## config.mk

```make
export PLATFORM = sky130hd
export DESIGN_NAME = regfile_bist_flat
export DESIGN_NICKNAME = d
export VERILOG_FILES = /design/src/rtl/regfile_bist_pkg.sv /design/src/rtl/regfile_bist_if.sv /design/src/rtl/regfile_bist.sv /design/src/flat_wrapper.sv
export SDC_FILE = /design/constraint.sdc
export NUM_CORES = 1
export LEC_CHECK = 0
export CORE_UTILIZATION = 30
export CTS_CLUSTER_DIAMETER = 80
export DETAILED_ROUTE_END_ITERATION = 10
export PLACE_DENSITY = 0.57
export SLEW_MARGIN = 20
export SYNTH_ARGS = -nofsm -noshare
export SYNTH_HDL_FRONTEND = slang
export SYNTH_SLANG_ARGS = --single-unit
```

## constraint.sdc

```tcl
create_clock -name Clock -period 4 [get_ports Clock]
set_clock_uncertainty 0.1 [all_clocks]
set_input_delay 0.4 -clock Clock [delete_from_list [all_inputs] [get_ports Clock]]
set_output_delay 0.4 -clock Clock [all_outputs]
set_load 0.02 [all_outputs]
```

## src/rtl/regfile_bist_pkg.sv

```systemverilog
// Shared types, sizes and the test pattern for the register-file BIST.
package regfile_bist_pkg;

  localparam int NUM_REGS = 16;
  localparam int ADDR_W   = 4;
  localparam int DATA_W   = 8;
  localparam int ERR_W    = 6;

  typedef enum logic [2:0] {
    IDLE      = 3'd0,
    WRITE     = 3'd1,
    READ_ADDR = 3'd2,
    READ_CHK  = 3'd3,
    DONE      = 3'd4
  } state_t;

  // Pass 0 writes seed+idx (mod 256); pass 1 writes its bitwise inverse.
  function automatic logic [DATA_W-1:0] bist_pattern(
    input logic [DATA_W-1:0] seed,
    input logic [ADDR_W-1:0] idx,
    input logic              pass
  );
    logic [DATA_W-1:0] base;
    base = seed + {{(DATA_W-ADDR_W){1'b0}}, idx};
    return pass ? ~base : base;
  endfunction

endpackage

```

## src/rtl/regfile_bist_if.sv

```systemverilog
// Register-file port bundle: write port plus two combinational read ports.
interface regfile_bist_if;
  import regfile_bist_pkg::*;

  logic [ADDR_W-1:0] Addr_WR;
  logic              WR;
  logic [DATA_W-1:0] DIN;
  logic [ADDR_W-1:0] Addr_A;
  logic [ADDR_W-1:0] Addr_B;
  logic [DATA_W-1:0] Out_A;
  logic [DATA_W-1:0] Out_B;

  // The BIST drives addresses and write data, the register file answers.
  modport master (
    output Addr_WR, WR, DIN, Addr_A, Addr_B,
    input  Out_A, Out_B
  );

  modport slave (
    input  Addr_WR, WR, DIN, Addr_A, Addr_B,
    output Out_A, Out_B
  );
endinterface

```

## src/rtl/regfile_bist.sv

```systemverilog
// Register-file BIST initiator: two write/readback passes (pattern, then
// inverse), reports pass/fail, mismatch count and first failing address.
//
//   state     | meaning
//   ----------+-----------------------------------------------------------
//   IDLE      | waiting for Start; all bus outputs 0
//   WRITE     | writing register idx with the current pass pattern
//   READ_ADDR | presenting pair addresses 2k / 2k+1 on ports A / B
//   READ_CHK  | addresses held; comparing Out_A / Out_B, accumulating errors
//   DONE      | one-cycle Done pulse; Pass/Err_Count final
module regfile_bist
  import regfile_bist_pkg::*;
(
  input  logic                  Clock,
  input  logic                  Reset,
  input  logic                  Start,
  input  logic [DATA_W-1:0]     Seed,
  regfile_bist_if.master        rf,
  output logic                  Busy,
  output logic                  Done,
  output logic                  Pass,
  output logic [ERR_W-1:0]      Err_Count,
  output logic [ADDR_W-1:0]     First_Err_Addr
);

  state_t              state_q, state_d;
  logic [ADDR_W-1:0]   idx_q, idx_d;
  logic                phase_q, phase_d;
  logic [DATA_W-1:0]   seed_q, seed_d;
  logic [ERR_W-1:0]    err_q, err_d;
  logic [ADDR_W-1:0]   first_q, first_d;
  logic                pass_q, pass_d;

  logic                wr_q, wr_d;
  logic [ADDR_W-1:0]   addr_wr_q, addr_wr_d;
  logic [DATA_W-1:0]   din_q, din_d;
  logic [ADDR_W-1:0]   addr_a_q, addr_a_d;
  logic [ADDR_W-1:0]   addr_b_q, addr_b_d;
  logic                busy_q, busy_d;
  logic                done_q, done_d;

  logic                mis_a, mis_b;
  logic [ADDR_W-1:0]   addr_even, addr_odd;

  // Next-state, counters and result accumulation.
  always_comb begin
    state_d   = state_q;
    idx_d     = idx_q;
    phase_d   = phase_q;
    seed_d    = seed_q;
    err_d     = err_q;
    first_d   = first_q;
    pass_d    = pass_q;
    mis_a     = 1'b0;
    mis_b     = 1'b0;
    addr_even = {idx_q[2:0], 1'b0};
    addr_odd  = {idx_q[2:0], 1'b1};

    case (state_q)
      IDLE: begin
        if (Start) begin
          state_d = WRITE;
          idx_d   = '0;
          phase_d = 1'b0;
          seed_d  = Seed;
          err_d   = '0;
          first_d = '0;
          pass_d  = 1'b0;
        end
      end
      WRITE: begin
        if (idx_q == ADDR_W'(NUM_REGS - 1)) begin
          state_d = READ_ADDR;
          idx_d   = '0;
        end else begin
          idx_d = idx_q + 1'b1;
        end
      end
      READ_ADDR: begin
        state_d = READ_CHK;
      end
      READ_CHK: begin
        mis_a = (rf.Out_A != bist_pattern(seed_q, addr_even, phase_q));
        mis_b = (rf.Out_B != bist_pattern(seed_q, addr_odd, phase_q));
        err_d = err_q + ERR_W'(mis_a) + ERR_W'(mis_b);
        // Port A wins a tie because its address is the lower of the pair.
        if ((err_q == '0) && (mis_a || mis_b)) begin
          first_d = mis_a ? addr_even : addr_odd;
        end
        if (idx_q == ADDR_W'(NUM_REGS / 2 - 1)) begin
          if (!phase_q) begin
            state_d = WRITE;
            phase_d = 1'b1;
            idx_d   = '0;
          end else begin
            state_d = DONE;
            pass_d  = (err_d == '0);
          end
        end else begin
          state_d = READ_ADDR;
          idx_d   = idx_q + 1'b1;
        end
      end
      DONE: begin
        state_d = IDLE;
      end
      default: begin
        state_d = IDLE;
      end
    endcase
  end

  // Bus and handshake outputs decoded from the upcoming state so they register cleanly.
  always_comb begin
    wr_d      = 1'b0;
    addr_wr_d = '0;
    din_d     = '0;
    addr_a_d  = '0;
    addr_b_d  = '0;
    busy_d    = 1'b0;
    done_d    = 1'b0;

    case (state_d)
      WRITE: begin
        wr_d      = 1'b1;
        addr_wr_d = idx_d;
        din_d     = bist_pattern(seed_d, idx_d, phase_d);
        busy_d    = 1'b1;
      end
      READ_ADDR, READ_CHK: begin
        addr_a_d = {idx_d[2:0], 1'b0};
        addr_b_d = {idx_d[2:0], 1'b1};
        busy_d   = 1'b1;
      end
      DONE: begin
        done_d = 1'b1;
      end
      default: begin
      end
    endcase
  end

  // State, counters and registered outputs; reset abandons any partial test.
  always_ff @(posedge Clock) begin
    if (Reset) begin
      state_q   <= IDLE;
      idx_q     <= '0;
      phase_q   <= 1'b0;
      seed_q    <= '0;
      err_q     <= '0;
      first_q   <= '0;
      pass_q    <= 1'b0;
      wr_q      <= 1'b0;
      addr_wr_q <= '0;
      din_q     <= '0;
      addr_a_q  <= '0;
      addr_b_q  <= '0;
      busy_q    <= 1'b0;
      done_q    <= 1'b0;
    end else begin
      state_q   <= state_d;
      idx_q     <= idx_d;
      phase_q   <= phase_d;
      seed_q    <= seed_d;
      err_q     <= err_d;
      first_q   <= first_d;
      pass_q    <= pass_d;
      wr_q      <= wr_d;
      addr_wr_q <= addr_wr_d;
      din_q     <= din_d;
      addr_a_q  <= addr_a_d;
      addr_b_q  <= addr_b_d;
      busy_q    <= busy_d;
      done_q    <= done_d;
    end
  end

  assign rf.WR          = wr_q;
  assign rf.Addr_WR     = addr_wr_q;
  assign rf.DIN         = din_q;
  assign rf.Addr_A      = addr_a_q;
  assign rf.Addr_B      = addr_b_q;
  assign Busy           = busy_q;
  assign Done           = done_q;
  assign Pass           = pass_q;
  assign Err_Count      = err_q;
  assign First_Err_Addr = first_q;

endmodule

```

## src/flat_wrapper.sv

```systemverilog
// flat-port wrapper written by rule: the top's interface ports become plain ports
module regfile_bist_flat import regfile_bist_pkg::*;
  (Clock, Reset, Start, Seed, Busy, Done, Pass, Err_Count, First_Err_Addr, rf_Addr_WR, rf_WR, rf_DIN, rf_Addr_A, rf_Addr_B, rf_Out_A, rf_Out_B);
  regfile_bist_if rf_i ();
  input  logic Clock;
  input  logic Reset;
  input  logic Start;
  input  logic [DATA_W-1:0] Seed;
  output logic Busy;
  output logic Done;
  output logic Pass;
  output logic [ERR_W-1:0] Err_Count;
  output logic [ADDR_W-1:0] First_Err_Addr;
  output wire logic [$bits(rf_i.Addr_WR)-1:0] rf_Addr_WR;
  output wire logic [$bits(rf_i.WR)-1:0] rf_WR;
  output wire logic [$bits(rf_i.DIN)-1:0] rf_DIN;
  output wire logic [$bits(rf_i.Addr_A)-1:0] rf_Addr_A;
  output wire logic [$bits(rf_i.Addr_B)-1:0] rf_Addr_B;
  input wire logic [$bits(rf_i.Out_A)-1:0] rf_Out_A;
  input wire logic [$bits(rf_i.Out_B)-1:0] rf_Out_B;
  assign rf_Addr_WR = rf_i.Addr_WR;
  assign rf_WR = rf_i.WR;
  assign rf_DIN = rf_i.DIN;
  assign rf_Addr_A = rf_i.Addr_A;
  assign rf_Addr_B = rf_i.Addr_B;
  assign rf_i.Out_A = rf_Out_A;
  assign rf_i.Out_B = rf_Out_B;
  regfile_bist u_core (.Clock(Clock), .Reset(Reset), .Start(Start), .Seed(Seed), .rf(rf_i), .Busy(Busy), .Done(Done), .Pass(Pass), .Err_Count(Err_Count), .First_Err_Addr(First_Err_Addr));
endmodule
```

==> flow_summary_export.csv <==
group,metric,value,unit
run_status,status,"finished with violations",
run_status,violations,"DRC",
final_layout,layout_common_cells,"clkdlybuf4s50_1 (59), dfxtp_1 (44), nor2_1 (43)",
clock_tree,root_buffer,"clkbuf_8",
synth,synth-main-ff-cell,"dfxtp_1",
synth,synthArstFlopShare,0,%
detailed_routing,wl_per_cell,13.1,um
synth,yosysTopAreaCell,"dfxtp_1",
clock_tree,clock_latency,300,ps
worst_setup_path,path_cells,"ha_4 > inv_2 > fa_1 > xnor2_1 > or4_1 > a221oi_2 > and4b_1 > inv_1 > fa_2 > a211o_1 > o21ai_1 > a31oi_1 > or4_1 > nor2_1 > a31oi_1 > nor2_1",
power,powerDensity,283,mW/mm^2
placement,port_buffers,59,
final_layout,final_common_cell,"clkdlybuf4s50_1",
sta,slew_violations,0,
detailed_routing,final_antenna_net_count,0,
sta,hold_violations,0,
clock_tree,clock_sinks,46,
global_route,gr-total-overflow,0,
detailed_routing,routed-via-count,2511,
final_layout,seq_area,923,um^2
synth,syn_area_per_cell,8.17,um^2
synth,synth_edf_count,0,
synth,synthTopCellsByArea,"dfxtp_1 (33%), xor2_1 (6.9%), nor2_1 (5.8%)",
floorplan,fp-row-count,34,
worst_setup_path,required,4140,ps
worst_setup_path,cp_num_buf_inv,2,
sta,tightest_slew,601,ps
floorplan,initial_utilization,31.5,%
detailed_routing,drt_iter0_drc,55,
final_layout,antennaDiodeCount,0,
global_route,antenna_found_initial,0,
global_route,grt_pass1_wl,11600,um
final_layout,drive_gt1_share,11.1,%
synth,yosys.area.top_type_share,33.0,%
placement,gp_congestion,0.805,
clock_tree,clockBufferDepth,2,
final_layout,multi_input_area,0.00173,mm^2
clock_tree,clkSlewWorstSetupHoldPaths,90,ps
clock_tree,cts_made_buffers,5,
worst_setup_path,crit_fanout,3,
worst_setup_path,worstSetupPathType,"flop to flop",
worst_setup_path,critPathCaptureType,"flop",
final_layout,area_growth,34.1,%
floorplan,die_x,98.4,um
synth,yosys_warnings,0,
detailed_routing,drt_first_pass_iters,9,
detailed_routing,via_per_inst,4.82,
sta,setup_viol,0,
worst_setup_path,crit_family,"simple AND/OR/NAND/NOR gates",
synth,synth_seq_area_share,33.0,%
synth,mappedNetlistArea,0.00279,mm^2
detailed_routing,wl,6850,um
sta,max_freq,257,MHz
floorplan,die_h,98.4,um
placement,hpwl,5290,um
job,maxCapViolCount,0,
sta,setup_tns,0,ps
synth,synthCells,341,
hold_path,hp-class,"flop to flop",
sta,hold_slack,370,ps
synth,synth-seq-cells,46,
clock_tree,post_cts_buffers,0,
worst_setup_path,worstPathArrival,4040,ps
synth,ys_types,52,
power,p_leak,1.51,nW
global_route,grt_max_degree,27,
sta,period_needed,3890,ps
final_layout,n_fill_cell,935,
clock_tree,cts_tree,"done",
floorplan,core,0.00885,mm^2
detailed_routing,route.detailed.drc,1,
sta,finalCritPeriodShare,97.3,%
worst_setup_path,slowest_stage,"or4_1",
power,ir_drop,134,uV
final_layout,final_core_util,42.2,%
sta,relSlewSlack,59.5,%
global_route,grt_pass1_vias,2465,
floorplan,pin_count,61,
global_route,groute.usage.overall,14.9,%
synth,synth_fp_nets,381,
final_layout,stdcell_count,521,
placement,place_inst,512,
clock_tree,cts_max_level,2,
sta,grt_setup_unrepaired,"yes",
floorplan,die_area,0.00968,mm^2
final_layout,fin_nets,452,
worst_setup_path,slowest_delay,490,ps
worst_setup_path,setup.worst_path.start_class,"flop",
where the power goes:
| group | total, mW | switching, mW | internal (mW) |
|---|---|---|---|
| Sequential | 0.486 | 0.0124 | 0.473 |
| Combinational | 0.232 | 0.115 | 0.117 |
| Clock | 0.340 | 0.153 | 0.187 |
synth_stat cells (4+ instances only):
| library cell | n |
|---|---|
| dfxtp_1 | 46 |
| nor2_1 | 43 |
| nand2_1 | 38 |
| xor2_1 | 22 |
| xnor2_1 | 17 |
| a21oi_1 | 16 |
| inv_1 | 16 |
| o21ai_0 | 14 |
| clkbuf_1 | 13 |
| nand3_1 | 12 |
| ha_1 | 9 |
| mux2i_1 | 7 |
| nor2b_1 | 7 |
| nor3_1 | 7 |
| nand2b_1 | 5 |
| a21o_1 | 4 |
| and3_1 | 4 |
| buf_4 | 4 |
| fa_1 | 4 |
kinds of logic (layout without fill, tap and decap cells):
logic type | after synthesis | count (layout) | synth area share (%)
and+or+nand+nor | 134 | 134 | 22.7
AOI/OAI and AO/OA | 63 | 63 | 15.4
DFF | 46 | 46 | 33.0
xor gates and xnor gates | 40 | 40 | 13.1
buffers and inverters | 36 | 108 | 5.75
adders and majority gates | 13 | 13 | 6.92
muxes | 8 | 8 | 2.92
other | 1 | 1 | 0.135
metal layers:
| layer | part of all wire, % | vias up | GRT usage (%) |
|---|---|---|---|
| met1 | 47 | 1170 | 19.2 |
| met4 | 0.69 | 0 | 3.79 |
| met3 | 3.8 | 6 | 2.51 |
| met5 | 0 | - | 0 |
| li1 | - | 1291 | - |
| met2 | 48 | 44 | 25.6 |
tightest hold or removal path: stages (launching register included):
cell and delay [ps]:
dfxtp_1 320, nand2_1 50, mux2i_1 60
flip-flops by register name (all words and copies together) (netlist names):
| name | cells |
|---|---|
| u_core.rf.DIN | 8 |
| u_core.idx_q | 4 |
| u_core.First_Err_Addr | 4 |
| u_core.Err_Count | 6 |
| u_core.Busy | 1 |
| u_core.rf.Addr_A | 3 |
| u_core.rf.Addr_B | 1 |
| u_core.phase_q | 1 |
| u_core.Pass | 1 |
| u_core.rf.WR | 1 |
| u_core.seed_q | 8 |
| u_core.state_q | 3 |
| u_core.Done | 1 |
| u_core.rf.Addr_WR | 4 |
metrics by stage:
| step | setup WS [ps] | instance area (um^2) | power, mW |
|---|---|---|---|
| floorplan | 64.6 | 2790 | 0.635 |
| global placement | 43.9 | 3600 | 0.723 |
| detailed placement | -31.5 | 3600 | 0.726 |
| CTS | 36.1 | 3710 | 1.07 |
| global route | -111 | 3740 | 1.12 |
| finish | 106 | 3740 | 1.06 |
cell type report:
class / instances / share of cell area [%]
clock buffers: 7 / 2.04
clock inverters: 1 / 0.804
inverters: 16 / 1.61
multi-input cells: 259 / 46.4
flip-flops and latches: 46 / 24.7
well taps: 108 / 3.62
repair buffers: 84 / 20.8
final timing paths:
kind	start	endpoint	slack (ps)	cells past startpoint
worst min-delay path	u_core.First_Err_Addr[2]	u_core.First_Err_Addr[2]	370	2
worst min register to register	u_core.First_Err_Addr[2]	u_core.First_Err_Addr[2]	370	2
worst max register to register	u_core.seed_q[1]	u_core.Pass	110	16
worst max-delay path	u_core.seed_q[1]	u_core.Pass	110	16
timing repair:
action | 4_1_cts | 5_1_grt
setup endpoints to repair | 1 | 1
hold buffers | 0 | 0
pin swaps | 1 | 4
gates cloned | 0 | 0
gates resized for setup | 1 | 6
(Power assumes the default switching activity.)
==> RTL change: new RTL, config.mk and constraints unchanged <==
Set the package constant `DATA_W` to 10 (it was 8).
--- a/src/rtl/regfile_bist_pkg.sv
+++ b/src/rtl/regfile_bist_pkg.sv
@@ -5,3 +5,3 @@
   localparam int ADDR_W   = 4;
-  localparam int DATA_W   = 8;
+  localparam int DATA_W   = 10;
   localparam int ERR_W    = 6;
Ports: changed (resized Seed, rf_DIN, rf_Out_A and rf_Out_B); port bits go from 61 to 69. The function was not compared with the original's and may differ.
==> RTL change against the original RTL <==
Sequential cell count rose by 4. Global-route usage is 0.85 points higher. Core utilization fell by 1.4 points. Total power grew 13%. Sequential power rose by 9.7%. Design area grew 8.8%. Setup slack better by 0.18 ns. Clock power is 27% higher. Worst hold slack improved by 0.0029 ns. Wire length increased by 21%. Area after synthesis grew 12%. Sequential share of layout area is 0.062 points lower. Critical path type unchanged.
==> RTL change: results (changes against the original RTL) <==
WORST_HOLD_PATH.ENDPOINT='u_core.First_Err_Addr[3]$_SDFFE_PP0P_'
STATIC-LEAKAGE-POWER_nW=1.72  # +14%
FIN_HOLD_WS_NS=0.373  # +0.00294 ns
PLACEMENT.IO_BUFFERS=67  # +14%
DR_WL_MET2_UM=3890  # +18%
RRSETUPSLACK_NS=0.28  # +0.18 ns
GROUTE.USAGE.OVERALL=0.157  # +0.00853
ROUTE.LAYER.MET1.WL_UM=3980  # +23%
GP_ROUTABILITY_CONGESTION=0.876  # +8.8%
ARRIVAL_NS=3.85  # -0.19 ns
DRT_FIRST_ITER_VIOLATIONS=95  # +73%
CRITPATHMAXFANOUT=6  # +3
POST_DP_CELL_AREA_UM2=3920  # +8.9%
MAX_STAGE_DELAY_NS=0.46  # -0.03 ns
HOLD_START='u_core.First_Err_Addr[3]$_SDFFE_PP0P_'
SYNTH_SEQ_AREA_SHARE=0.320  # -0.0109
GRT_FIRST_PASS_WIRELENGTH_UM=13800  # +19%
SYNTHTOPCELLSBYCOUNT='sky130_fd_sc_hd__dfxtp_1, sky130_fd_sc_hd__nor2_1, sky130_fd_sc_hd__nand2_1, sky130_fd_sc_hd__xor2_1, sky130_fd_sc_hd__xnor2_1'
TIMING.REG2REG.WORST_PATH_DEPTH=17  # +1
ROUTE.MET3.WL_UM=383  # +47%
ROUTED_VIA_DENSITY=4.84  # +0.47%
SYNTH.AREA.TOP_CELLS='sky130_fd_sc_hd__dfxtp_1, sky130_fd_sc_hd__xor2_1, sky130_fd_sc_hd__xnor2_1'
DETAILEDPLACEMENTHPWL_UM=6490  # +23%
CTS.REPAIR.RESIZED=0  # -1
VDD_IR_DROP_MAX_V=0.000202  # +50%
PLACEDCELLCOUNT=562  # +9.8%
MET2_USAGE=0.273  # +0.0166
INTERNAL-POWER_mW=0.879  # +13%
SYNTHESIS.NETS=420  # +10%
SYNTHDISTINCTLIBCELLS=51  # -1.9%
TIGHTEST_SLEW_NS=0.533  # -0.0681 ns
WIRELENGTH_UM=8270  # +21%
STATUS='finished clean'
CRIT_START='u_core.idx_q[0]$_SDFF_PP0_'
SYN-MEAN-INSTANCE-AREA_UM2=8.37  # +2.5%
POST_ROUTE_CELLS_DRIVE_ABOVE_1_SHARE=0.0664  # -0.0450
SLOWEST_STAGE='sky130_fd_sc_hd__fa_1'
==> RTL change: kinds of logic (layout without fill, tap and decap cells) <==
| group | Yosys count | after routing | share of synthesized area |
|---|---|---|---|
| simple gates | 140 | 140 | 0.217 |
| xor+xnor | 56 | 56 | 0.173 |
| other cells | 1 | 1 | 0.00120 |
| compound gates | 68 | 68 | 0.141 |
| fa+ha+maj | 13 | 13 | 0.0615 |
| buf+inv | 36 | 99 | 0.0559 |
| flops | 50 | 50 | 0.320 |
| mux | 10 | 10 | 0.0320 |
==> RTL change: per-stage QoR <==
stage | power (mW) | setup slack [ns]
after floorplan | 0.687 | 0.638
after global placement | 0.772 | 0.330
after detailed placement | 0.775 | 0.118
after CTS | 1.20 | 0.0911
after global routing | 1.25 | 0.0433
final | 1.20 | 0.283
==> RTL change: power by group through the flow <==
stage / Sequential, mW / Clock, mW / Combinational [mW]
after global placement: 0.544 / 0 / 0.228
after global routing: 0.536 / 0.460 / 0.254
after detailed placement: 0.544 / 0 / 0.231
after floorplan: 0.545 / 0 / 0.142
after CTS: 0.533 / 0.438 / 0.232
final: 0.533 / 0.432 / 0.232
==> RTL change: layout make-up <==
cell class / instances / area, um^2
multi-input combinational: 288 / 1960
inverter: 14 / 52.6
fill: 1005 / 5890
sequential: 50 / 1000
clock buffer: 5 / 68.8
tap: 133 / 166
timing repair buffer: 77 / 746
clock inverter: 3 / 68.8
==> RTL change: worst max-delay path: cells and delay by family, from the launching register on <==
| family | cells | cell delay (ns) |
|---|---|---|
| adders and majority gates | 4 | 1.38 |
| DFF | 1 | 0.43 |
| and+or+nand+nor | 6 | 0.91 |
| AOI/OAI and AO/OA | 4 | 0.43 |
| buffers and inverters | 1 | 0.07 |
| xor gates and xnor gates | 1 | 0.23 |
| muxes | 1 | 0.08 |
